File: src/rtl/gpu_fill_ctrl.sv
// MMIO-programmed rectangle fill/clear sequencer: turns a CPU-written rectangle into
// one clipped framebuffer pixel write per granted cycle, with busy/done/error status.
module gpu_fill_ctrl #(
    parameter int FB_W    = 320,
    parameter int FB_H    = 240,
    parameter int XY_W    = 9,
    parameter int ADDR_W  = 17,
    parameter int COLOR_W = 8
) (
    input  logic               clk,
    input  logic               rst,
    input  logic               mmio_we,
    input  logic [2:0]         mmio_addr,
    input  logic [31:0]        mmio_wdata,
    output logic [31:0]        mmio_rdata,
    output logic               fb_req,
    output logic [ADDR_W-1:0]  fb_addr,
    output logic [COLOR_W-1:0] fb_data,
    input  logic               fb_gnt,
    output logic               busy,
    output logic               irq
);

    typedef enum logic [1:0] {S_IDLE, S_SETUP, S_DRAW} state_t;

    localparam logic [XY_W-1:0]   FB_W_XY = XY_W'(FB_W);
    localparam logic [XY_W-1:0]   FB_H_XY = XY_W'(FB_H);
    localparam logic [ADDR_W-1:0] FB_W_A  = ADDR_W'(FB_W);

    state_t              state_reg, state_next;
    logic [3:0][XY_W-1:0] xy_val;          // 0:X0 1:Y0 2:W 3:H
    logic [COLOR_W-1:0]  color_reg;
    logic                clear_reg, done_reg, error_reg;
    logic [XY_W-1:0]     col_reg, row_reg, w_eff_reg, h_eff_reg;
    logic [ADDR_W-1:0]   row_base_reg;

    logic idle, ctrl_we, start_fill, start_clear, start, irq_ack;
    logic rect_bad, last_col, last_row, grant, finish_draw;
    logic [XY_W-1:0]   room_x, room_y, w_clip, h_clip;
    logic [ADDR_W-1:0] base_setup;

    assign idle        = (state_reg == S_IDLE);
    assign ctrl_we     = mmio_we && (mmio_addr == 3'd5);
    assign start_fill  = ctrl_we && idle && mmio_wdata[0];
    assign start_clear = ctrl_we && idle && mmio_wdata[1];
    assign start       = start_fill || start_clear;
    assign irq_ack     = ctrl_we && mmio_wdata[2];

    // Geometry registers are frozen while a command is running.
    generate
        for (genvar gi = 0; gi < 4; gi++) begin : gen_xy
            logic [XY_W-1:0] val_reg;
            always_ff @(posedge clk) begin
                if (rst)
                    val_reg <= '0;
                else if (mmio_we && idle && mmio_addr == 3'(gi))
                    val_reg <= mmio_wdata[XY_W-1:0];
            end
            assign xy_val[gi] = val_reg;
        end
    endgenerate

    // CLEAR ignores the programmed rectangle and covers the whole screen.
    assign rect_bad   = !clear_reg && (xy_val[0] >= FB_W_XY || xy_val[1] >= FB_H_XY ||
                                       xy_val[2] == '0 || xy_val[3] == '0);
    assign room_x     = FB_W_XY - xy_val[0];
    assign room_y     = FB_H_XY - xy_val[1];
    assign w_clip     = clear_reg ? FB_W_XY : ((xy_val[2] < room_x) ? xy_val[2] : room_x);
    assign h_clip     = clear_reg ? FB_H_XY : ((xy_val[3] < room_y) ? xy_val[3] : room_y);
    assign base_setup = clear_reg ? '0 : ADDR_W'(xy_val[1]) * FB_W_A + ADDR_W'(xy_val[0]);

    assign last_col    = (col_reg == w_eff_reg - XY_W'(1));
    assign last_row    = (row_reg == h_eff_reg - XY_W'(1));
    assign grant       = (state_reg == S_DRAW) && fb_gnt;
    assign finish_draw = grant && last_col && last_row;

    always_ff @(posedge clk) begin
        if (rst) state_reg <= S_IDLE;
        else     state_reg <= state_next;
    end

    always_comb begin
        state_next = state_reg;
        fb_req     = 1'b0;
        fb_addr    = '0;
        fb_data    = '0;
        busy       = !idle;
        irq        = done_reg;
        case (state_reg)
            S_IDLE:  if (start) state_next = S_SETUP;
            S_SETUP: state_next = rect_bad ? S_IDLE : S_DRAW;
            S_DRAW: begin
                fb_req  = 1'b1;
                fb_addr = row_base_reg + ADDR_W'(col_reg);
                fb_data = color_reg;
                if (finish_draw) state_next = S_IDLE;
            end
            default: state_next = S_IDLE;
        endcase
    end

    always_ff @(posedge clk) begin
        if (rst) begin
            color_reg    <= '0;
            clear_reg    <= 1'b0;
            done_reg     <= 1'b0;
            error_reg    <= 1'b0;
            col_reg      <= '0;
            row_reg      <= '0;
            w_eff_reg    <= '0;
            h_eff_reg    <= '0;
            row_base_reg <= '0;
        end else begin
            if (mmio_we && idle && mmio_addr == 3'd4)
                color_reg <= mmio_wdata[COLOR_W-1:0];

            if (start) begin
                done_reg  <= 1'b0;
                error_reg <= 1'b0;
                clear_reg <= start_clear;
            end else if (irq_ack) begin
                done_reg <= 1'b0;
            end

            if (state_reg == S_SETUP) begin
                col_reg      <= '0;
                row_reg      <= '0;
                w_eff_reg    <= w_clip;
                h_eff_reg    <= h_clip;
                row_base_reg <= base_setup;
                if (rect_bad) begin
                    done_reg  <= 1'b1;
                    error_reg <= 1'b1;
                end
            end

            if (grant) begin
                if (last_col) begin
                    col_reg      <= '0;
                    row_reg      <= row_reg + XY_W'(1);
                    row_base_reg <= row_base_reg + FB_W_A;
                end else begin
                    col_reg <= col_reg + XY_W'(1);
                end
            end

            // Completion is written last so it beats a coincident IRQ_ACK.
            if (finish_draw)
                done_reg <= 1'b1;
        end
    end

    always_comb begin
        mmio_rdata = '0;
        case (mmio_addr)
            3'd0, 3'd1, 3'd2, 3'd3: mmio_rdata[XY_W-1:0] = xy_val[mmio_addr[1:0]];
            3'd4:                   mmio_rdata[COLOR_W-1:0] = color_reg;
            3'd6:                   mmio_rdata[2:0] = {error_reg, done_reg, busy};
            default:                mmio_rdata = '0;
        endcase
    end

endmodule

File: config.mk
export PLATFORM = sky130hd
export DESIGN_NAME = gpu_fill_ctrl
export DESIGN_NICKNAME = d
export VERILOG_FILES = /design/src/rtl/gpu_fill_ctrl.sv
export SDC_FILE = /design/constraint.sdc
export NUM_CORES = 1
export LEC_CHECK = 0
export CORE_MARGIN = 2
export CORE_UTILIZATION = 55
export CTS_CLUSTER_DIAMETER = 50
export CTS_CLUSTER_SIZE = 25
export DETAILED_ROUTE_END_ITERATION = 10
export PLACE_DENSITY = 0.85
export REMOVE_ABC_BUFFERS = 1
export SLEW_MARGIN = 5
export SYNTH_ARGS = -nofsm -noshare
export SYNTH_HDL_FRONTEND = slang
export SYNTH_SLANG_ARGS = --single-unit
File: constraint.sdc
create_clock -name clk -period 4.48 [get_ports clk]
set_clock_uncertainty 0.2 [all_clocks]
set_input_delay 1.12 -clock clk [delete_from_list [all_inputs] [get_ports clk]]
set_output_delay 1.12 -clock clk [all_outputs]
set_load 0.01 [all_outputs]
==> metrics.cfg, run 1 <==
[sta]
worstMarginPinSlew_ns = 0.935
setup_tns_ns = 0
setup_violations = 0
slew_viol_final = 0
hold_viol_final = 0
period_share_pct = 95.7
fin_crit_ns = 4.29
max-slew-margin-rel_pct = 37.4
fmax_mhz = 233
rsz0062_at_grt = no

[clocking]
cts_sinks = 102
cts_tree = built
clkLatencyLatePin_ns = 0.37
clk_pin_slew_worst_paths_ns = 0.07
cts_buffer_depth = 2
numCtsBuffers = 9
hold_buffers = 0
h-tree-depth = 3
root_buffer = clkbuf_16

[worst_setup_path]
cp_max_fo = 18
cpPeakStageDelay_ns = 0.51
cp_cell_sequence = clkdlybuf4s50_1, buf_12, mux4_2, inv_1, o21ai_0, clkdlybuf4s50_1
timing.rr.end = row_base_reg[16]$_SDFF_PP0_
startpoint = mmio_addr[1]
worstSetupEndpoint = mmio_rdata[3]
path_buf_inv = 4
cpMostUsedCell = clkdlybuf4s50_1
path_class = in2out
cp.arrival_ns = 2.97
cp_slowest_cell = clkdlybuf4s50_1
crit_required_ns = 3.16
reg2reg_depth = 10
cp_num_cells = 6
cp-end-kind = output port
critical-path-top-delay-family = buffers and inverters
cp-start-kind = primary input
reg2reg_slack_ns = 1.18
r2r-start = gen_xy[1].val_reg[1]$_SDFFE_PP0P_

[grt]
grt_util_all_layers_pct = 26.4
antenna_found_initial = 0
grt_pass1_wl_um = 31200
grt_max_degree = 60
grt_pass1_vias = 6419
gr-total-overflow = 0

[final_layout]
drive_gt1_share_pct = 8.31
mostFrequentLayoutCell = dfxtp_1
fin_util_pct = 63.6
multi_input_area_sq_um = 5060
syn2layout_area_growth_pct = 12.5
regArea_sq_um = 2050
fin_nets = 1061
n_fill_cell = 1102
final_cell_mix = 100 x dfxtp_1, 97 x nor2_1, 93 x nand2_1, 50 x o21ai_0, 50 x clkdlybuf4s50_1
largest_register_ffs = 36

[power]
p_per_area_nw_per_um2 = 229
leakagePower_uw = 0.00346
p_total_uw = 1940
irDropWorstVdd_mv = 0.237

[synthesis]
syn_inst = 937
synth-warning-count = 0
ys_ff_latch = 102
yosysSeqAreaShare_pct = 27.2
syn_avg_cell_area_sq_um = 8.02
synth_edf_count = 0
synth_area_sq_um = 7510
synth_cell_types = 74
synth_flop_cell = dfxtp_1
async_flop_share_pct = 0

[placement]
gp_congestion = 0.957
port_buffers = 52
place_hpwl_um = 13900

[floorplan]
die_h_um = 121
fp.dieW_um = 121
rows = 42
coreArea_sq_um = 13300
die_area_sq_um = 14600
start_util_pct = 56.5
num_io_pins = 99

[routing]
vias = 6826
drc = 0
dr.pass1.iters = 7
routedWlPerCell_um = 16.5
wl_um = 19000
post_drt_via_cell_ratio = 5.93
drt_iter0_drc = 458
ant_nets = 0

[status]
outcome = completed

[min_path]
min_path_type = reg2reg

[job]
drv_cap = 0

-- kinds of logic (layout without fill, tap and decap cells) --
kind of cell | Yosys count | count (layout) | synth area share, %
xor gates and xnor gates | 58 | 58 | 6.95
DFF | 102 | 102 | 27.2
other | 1 | 24 | 0.0499
and+or+nand+nor | 370 | 370 | 24.6
adders and majority gates | 52 | 52 | 8.96
buffers and inverters | 108 | 124 | 6.73
muxes | 58 | 58 | 9.46
AOI/OAI and AO/OA | 188 | 188 | 16.1
-- worst min path at each step --
stage | endpoint | cells past startpoint | start
after floorplan | row_base_reg[2]$_SDFFE_PP0N_ | 2 | row_base_reg[2]$_SDFFE_PP0N_
after global placement | h_eff_reg[8]$_SDFFE_PP0P_ | 2 | h_eff_reg[8]$_SDFFE_PP0P_
after detailed placement | h_eff_reg[8]$_SDFFE_PP0P_ | 2 | h_eff_reg[8]$_SDFFE_PP0P_
after CTS | h_eff_reg[8]$_SDFFE_PP0P_ | 2 | h_eff_reg[8]$_SDFFE_PP0P_
after global routing | row_base_reg[2]$_SDFFE_PP0N_ | 2 | row_base_reg[2]$_SDFFE_PP0N_
final | h_eff_reg[8]$_SDFFE_PP0P_ | 2 | h_eff_reg[8]$_SDFFE_PP0P_
-- tightest hold or removal path, stage by stage (launching register included) --
cell and delay (ns):
dfxtp_1 0.32, nand2_1 0.05, o31ai_1 0.05
-- metal layers --
metal	vias to the layer above	wire length, um	global-route usage (%)
met4	0	624	11.3
li1	3342	-	-
met2	231	8800	42.6
met5	-	0	0
met3	51	1170	4.61
met1	3202	8360	34.8
-- power by group --
part,internal [uW],switching [uW]
Clock,406,411
Sequential,915,18.7
Combinational,76.6,111
-- per-stage QoR --
stage / hold WS (ns) / cells / worst slack [ns] / instance area (sq um)
floorplan: 0.230 / 891 / 0.766 / 7240
global placement: 0.259 / 1135 / 0.146 / 8110
detailed placement: 0.263 / 1135 / 0.129 / 8110
CTS: 0.273 / 1151 / 0.00378 / 8440
global route: 0.298 / 1151 / 0.00285 / 8450
finish: 0.273 / 1152 / 0.191 / 8450
-- timing repair --
| action | in CTS | in global routing |
|---|---|---|
| endpoints found under the setup margin | 4 | 8 |
| setup buffers | 0 | 0 |
| gates resized for setup | 2 | 6 |
-- layout make-up --
class                   count  share of cell area (%)
flip-flops and latches    102                    24.2
diodes                      1                  0.0296
clock buffers               9                    2.66
multi-input cells         749                    59.9
well taps                 176                    2.61
repair buffers             68                    7.70
inverters                  40                    1.78
clock inverters             7                    1.14
-- cell usage after synthesis (4+ instances only) --
master	number	share of area (%)
a211oi_1	14	1.4
a21o_1	15	1.5
a21oi_1	51	3.4
a31oi_1	9	0.75
a32oi_1	5	0.58
and2_1	19	1.6
and3_1	8	0.67
buf_1	4	0.20
buf_2	5	0.33
buf_4	23	2.3
clkbuf_1	35	1.7
dfxtp_1	102	27
ha_1	49	8.2
inv_1	39	1.9
mux2_2	13	1.9
mux2i_1	35	4.7
mux4_2	9	2.7
nand2_1	93	4.6
nand2b_1	14	1.2
nand3_1	45	3.0
nand3b_1	8	0.80
nand4_1	8	0.67
nor2_1	97	4.8
nor2b_1	12	1.0
nor3_1	14	0.93
nor3b_1	8	0.80
nor4_1	7	0.58
o211ai_1	5	0.50
o21ai_0	51	3.4
o31ai_1	5	0.50
or2_2	7	0.58
or3_1	9	0.75
or4_1	5	0.50
xnor2_1	24	2.8
xor2_1	33	3.8
Power figures use the tool's default switching activity.
==> run 2: changes to the inputs <==
Settings changed: CAP_MARGIN set to 0, SETUP_SLACK_MARGIN set to 0.5.
==> metrics.cfg, run 2 (synthesis results as in run 1) <==
[worst_setup_path]
startpoint = mmio_addr[1]
timing.rr.end = row_base_reg[16]$_SDFF_PP0_
path_class = in2out
cp.arrival_ns = 2.59
crit_required_ns = 3.16
reg2reg_slack_ns = 1.19
cp-end-kind = output port
reg2reg_depth = 10
cp_max_fo = 4
r2r-start = gen_xy[1].val_reg[1]$_SDFFE_PP0P_
cp-start-kind = primary input

[grt]
grt_util_all_layers_pct = 26.8
gr-total-overflow = 0
grt.busiest_layer = met2
grt_pass1_vias = 6521
grt_pass1_wl_um = 31600
antenna_found_initial = 0
grt_max_degree = 60
grt_use_met1_pct = 35.2
globalRouteMet2Util_pct = 43.4
met3_usage_pct = 4.51

[final_layout]
final_cell_mix = 96 x nor2_1, 95 x dfxtp_1, 92 x nand2_1, 48 x o21ai_0, 48 x a21oi_1
fin_nets = 1075
largest_register_ffs = 36
n_fill_cell = 1093
postLayoutCellArea_sq_um = 8590
drive_gt1_share_pct = 11.8
syn2layout_area_growth_pct = 14.4
mostFrequentLayoutCell = nor2_1

[floorplan]
die_h_um = 121
coreArea_sq_um = 13300
fp.dieW_um = 121
die_area_sq_um = 14600
rows = 42
num_io_pins = 99
start_util_pct = 56.5

[job]
drv_cap = 0

[sta]
fmax_mhz = 256
hold_viol_final = 0
worstMarginPinSlew_ns = 0.921
max-slew-margin-rel_pct = 38.4
period_share_pct = 87.3
setup_tns_ns = 0
slew_viol_final = 0
rsz0062_at_grt = yes
setup_violations = 0
fin_crit_ns = 3.91

[min_path]
min_to = h_eff_reg[8]$_SDFFE_PP0P_
min_path_type = reg2reg
hold_depth = 2
min_from = h_eff_reg[8]$_SDFFE_PP0P_

[power]
irDropWorstVdd_mv = 0.236
p_per_area_nw_per_um2 = 226
p_total_uw = 1940
leakagePower_uw = 0.00359

[placement]
place_hpwl_um = 13900
placed_cell_area_sq_um = 8110
port_buffers = 52
gp_congestion = 0.957

[routing]
routedWlPerCell_um = 16.5
dr.pass1.iters = 6
wl_um = 19200
post_drt_via_cell_ratio = 5.94
vias = 6931
drt_iter0_drc = 471
ant_nets = 0
drc = 0

[clocking]
clkLatencyLatePin_ns = 0.37
cts_buffer_depth = 2
root_buffer = clkbuf_16
cts_tree = built
clk_pin_slew_worst_paths_ns = 0.07
numCtsBuffers = 9
hold_buffers = 0
cts_sinks = 102
h-tree-depth = 3

[status]
outcome = completed

==> run 2: through the flow <==
step / setup slack, ns / hold slack, ns / std cells / util [%]
finish: 0.569 / 0.272 / 1166 / 64.6
CTS: 0.420 / 0.273 / 1159 / 64.1
global route: 0.452 / 0.298 / 1165 / 64.6
global placement: 0.146 / 0.259 / 1135 / 61.0
detailed placement: 0.129 / 0.263 / 1135 / 61.0
floorplan: 0.766 / 0.230 / 891 / -
==> run 2: routing by layer <==
layer / share of wire [%] / vias up
met1: 44 / 3253
met5: 0 / -
met3: 6.7 / 57
met4: 3.2 / 0
li1: - / 3374
met2: 46 / 247
==> run 2: worst max-delay path, stage by stage <==
cell and delay (ns):
dlygate4sd2_1 0.30, bufbuf_16 0.29, mux4_2 0.48, inv_1 0.07, o22ai_1 0.09, clkdlybuf4s15_2 0.24
==> run 2: layout make-up <==
type                    count  area (sq um)  area share, %
multi-input cells         749          5100           59.4
inverters                  40           150           1.75
diodes                      1          2.50         0.0291
repair buffers             82           731           8.51
flip-flops and latches    102          2060           24.0
clock inverters             7          96.3           1.12
clock buffers               9           225           2.62
well taps                 176           220           2.56
==> run 2: worst max path at each step <==
stage	depth (start not counted)	to	slack (ns)
after floorplan	8	fb_addr[11]	0.77
after global placement	6	mmio_rdata[1]	0.15
after detailed placement	6	mmio_rdata[2]	0.13
after CTS	11	fb_addr[11]	0.42
after global routing	10	fb_addr[13]	0.45
final	6	mmio_rdata[0]	0.57
==> run 2: what timing repair did <==
action / in CTS / in global routing
cloned: 1 / 0
endpoints found under the setup margin: 20 / 11
buffers inserted: 7 / 6
resized for setup: 39 / 29
pin swaps: 2 / 13
==> run 2: report_power, final <==
group / switching, uW / internal [uW] / total (uW)
registers: 18.7 / 914 / 932
clock network: 411 / 406 / 817
logic: 112 / 80.6 / 193
==> run 3: changes to the inputs <==
Settings changed: RECOVER_POWER set to 50, SLEW_MARGIN 5 to 25.
==> metrics.cfg, run 3 (synthesis results as in run 1) <==
[status]
outcome = completed

[sta]
fin_crit_ns = 4.08
slew_viol_final = 0
setup_violations = 0
worstMarginPinSlew_ns = 1.01
hold_viol_final = 0
worst_hold_slack_ns = 0.273
setup_tns_ns = 0
period_share_pct = 91.1
fmax_mhz = 245
max-slew-margin-rel_pct = 32.6
rsz0062_at_grt = yes

[clocking]
cts_buffer_depth = 2
cts_sinks = 102
clk_pin_slew_worst_paths_ns = 0.07
h-tree-depth = 3
root_buffer = clkbuf_16
hold_buffers = 0
cts_tree = built
clkLatencyLatePin_ns = 0.37
numCtsBuffers = 9

[placement]
place_hpwl_um = 13900
place_inst = 1135
gp_congestion = 0.957
port_buffers = 52

[final_layout]
drive_gt1_share_pct = 11.0
n_fill_cell = 1103
fin_nets = 1075
syn2layout_area_growth_pct = 13.8
largest_register_ffs = 36
mostFrequentLayoutCell = nor2_1
instances_no_fill = 1166
final_cell_mix = 96 x nor2_1, 95 x dfxtp_1, 92 x nand2_1, 48 x o21ai_0, 48 x a21oi_1

[worst_setup_path]
cpPeakStageDelay_ns = 0.52
cp_max_fo = 4
crit_required_ns = 3.16
cp-start-kind = primary input
path_class = in2out
cp-end-kind = output port
cp.arrival_ns = 2.76
path_buf_inv = 4
cp_cell_sequence = dlygate4sd2_1, clkdlybuf4s25_1, mux4_2, inv_1, o22ai_1, clkdlybuf4s15_2
cp_slowest_cell = mux4_2
critical-path-top-delay-family = buffers and inverters

[grt]
met3_usage_pct = 4.51
grt.busiest_layer = met2
grt_use_met1_pct = 35.2
grt_pass1_wl_um = 31600
gr-total-overflow = 0
globalRouteMet2Util_pct = 43.4
grt_pass1_vias = 6521
grt_max_degree = 60
antenna_found_initial = 0
grt_util_all_layers_pct = 26.8

[routing]
post_drt_via_cell_ratio = 5.96
drc = 0
vias = 6949
wl_um = 19200
ant_nets = 0
routedWlPerCell_um = 16.5
drt_iter0_drc = 475
dr.pass1.iters = 5

[power]
irDropWorstVdd_mv = 0.235
leakagePower_uw = 0.00355
p_per_area_nw_per_um2 = 226

[floorplan]
fp.dieW_um = 121
num_io_pins = 99
die_h_um = 121
rows = 42
coreArea_sq_um = 13300
start_util_pct = 56.5
die_area_sq_um = 14600

[job]
drv_cap = 0

[min_path]
min_path_type = reg2reg

==> run 3: cell types whose count changed in the layout (fill, tap and decap cells not counted) <==
cell | previous run | this run
a31o_1 | 0 | 1
o311ai_0 | 0 | 1
clkbuf_1 | 0 | 6
clkdlybuf4s25_1 | 0 | 1
buf_4 | 28 | 22
bufbuf_16 | 1 | 0
o311ai_1 | 1 | 0
a31o_2 | 2 | 1
dlygate4sd3_1 | 0 | 2
clkdlybuf4s50_1 | 29 | 27
==> run 3: power by group <==
group / switching (uW) / total [uW] / leakage (uW) / internal, uW
clock network: 409 / 815 / 0.000155 / 406
logic: 112 / 188 / 0.00257 / 75.8
registers: 18.6 / 932 / 0.000828 / 914
==> run 3: area by class of cell <==
class | count | area, sq um | area share [%]
well taps | 176 | 220 | 2.58
repair buffers | 82 | 686 | 8.02
clock buffers | 9 | 225 | 2.64
flip-flops and latches | 102 | 2060 | 24.1
clock inverters | 7 | 96.3 | 1.13
diodes | 1 | 2.50 | 0.0293
multi-input cells | 749 | 5100 | 59.7
inverters | 40 | 150 | 1.76
==> run 3: final timing paths <==
kind                                   from                   endpoint  slack [ns]  cells past startpoint
hold reg to reg   h_eff_reg[8]$_SDFFE_PP0P_  h_eff_reg[8]$_SDFFE_PP0P_        0.27                      2
hold / removal    h_eff_reg[8]$_SDFFE_PP0P_  h_eff_reg[8]$_SDFFE_PP0P_        0.27                      2
setup reg to reg  w_eff_reg[0]$_SDFFE_PP0P_  state_reg[1]$_SDFFE_PP0P_        0.58                     11
setup / recovery               mmio_addr[1]              mmio_rdata[0]        0.40                      6
==> run 3: worst register-to-register path: stages (launching register included) <==
cell       delay, ns
dfxtp_1         0.45
inv_1           0.07
ha_1            0.25
nor3b_1         0.17
o21ai_0         0.17
or3b_2          0.47
o21bai_2        0.11
clkbuf_1        0.48
nand3_2         0.12
clkbuf_1        0.44
or4b_4          0.71
o2bb2ai_1       0.14
==> run 3: timing repair <==
action | 4_1_cts | 5_1_grt
pin swaps | 2 | 13
setup buffers | 7 | 6
setup endpoints to repair | 20 | 11
resized for setup | 39 | 29
cloned | 1 | 0
==> run 3: per-layer routing <==
layer / share of wire [%] / routed length, um
met1: 43 / 8320
met2: 46 / 8900
met3: 7.0 / 1350
met4: 3.3 / 630
met5: 0 / 0
==> run 3: through the flow <==
step,utilization (%),power [uW],area (sq um),worst slack [ns]
finish,64.3,1940,8540,0.399
global route,64.2,2000,8540,0.288
CTS,64.1,1950,8520,0.420
detailed placement,61.0,1140,8110,0.129
global placement,61.0,1130,8110,0.146
floorplan,-,1060,7240,0.766
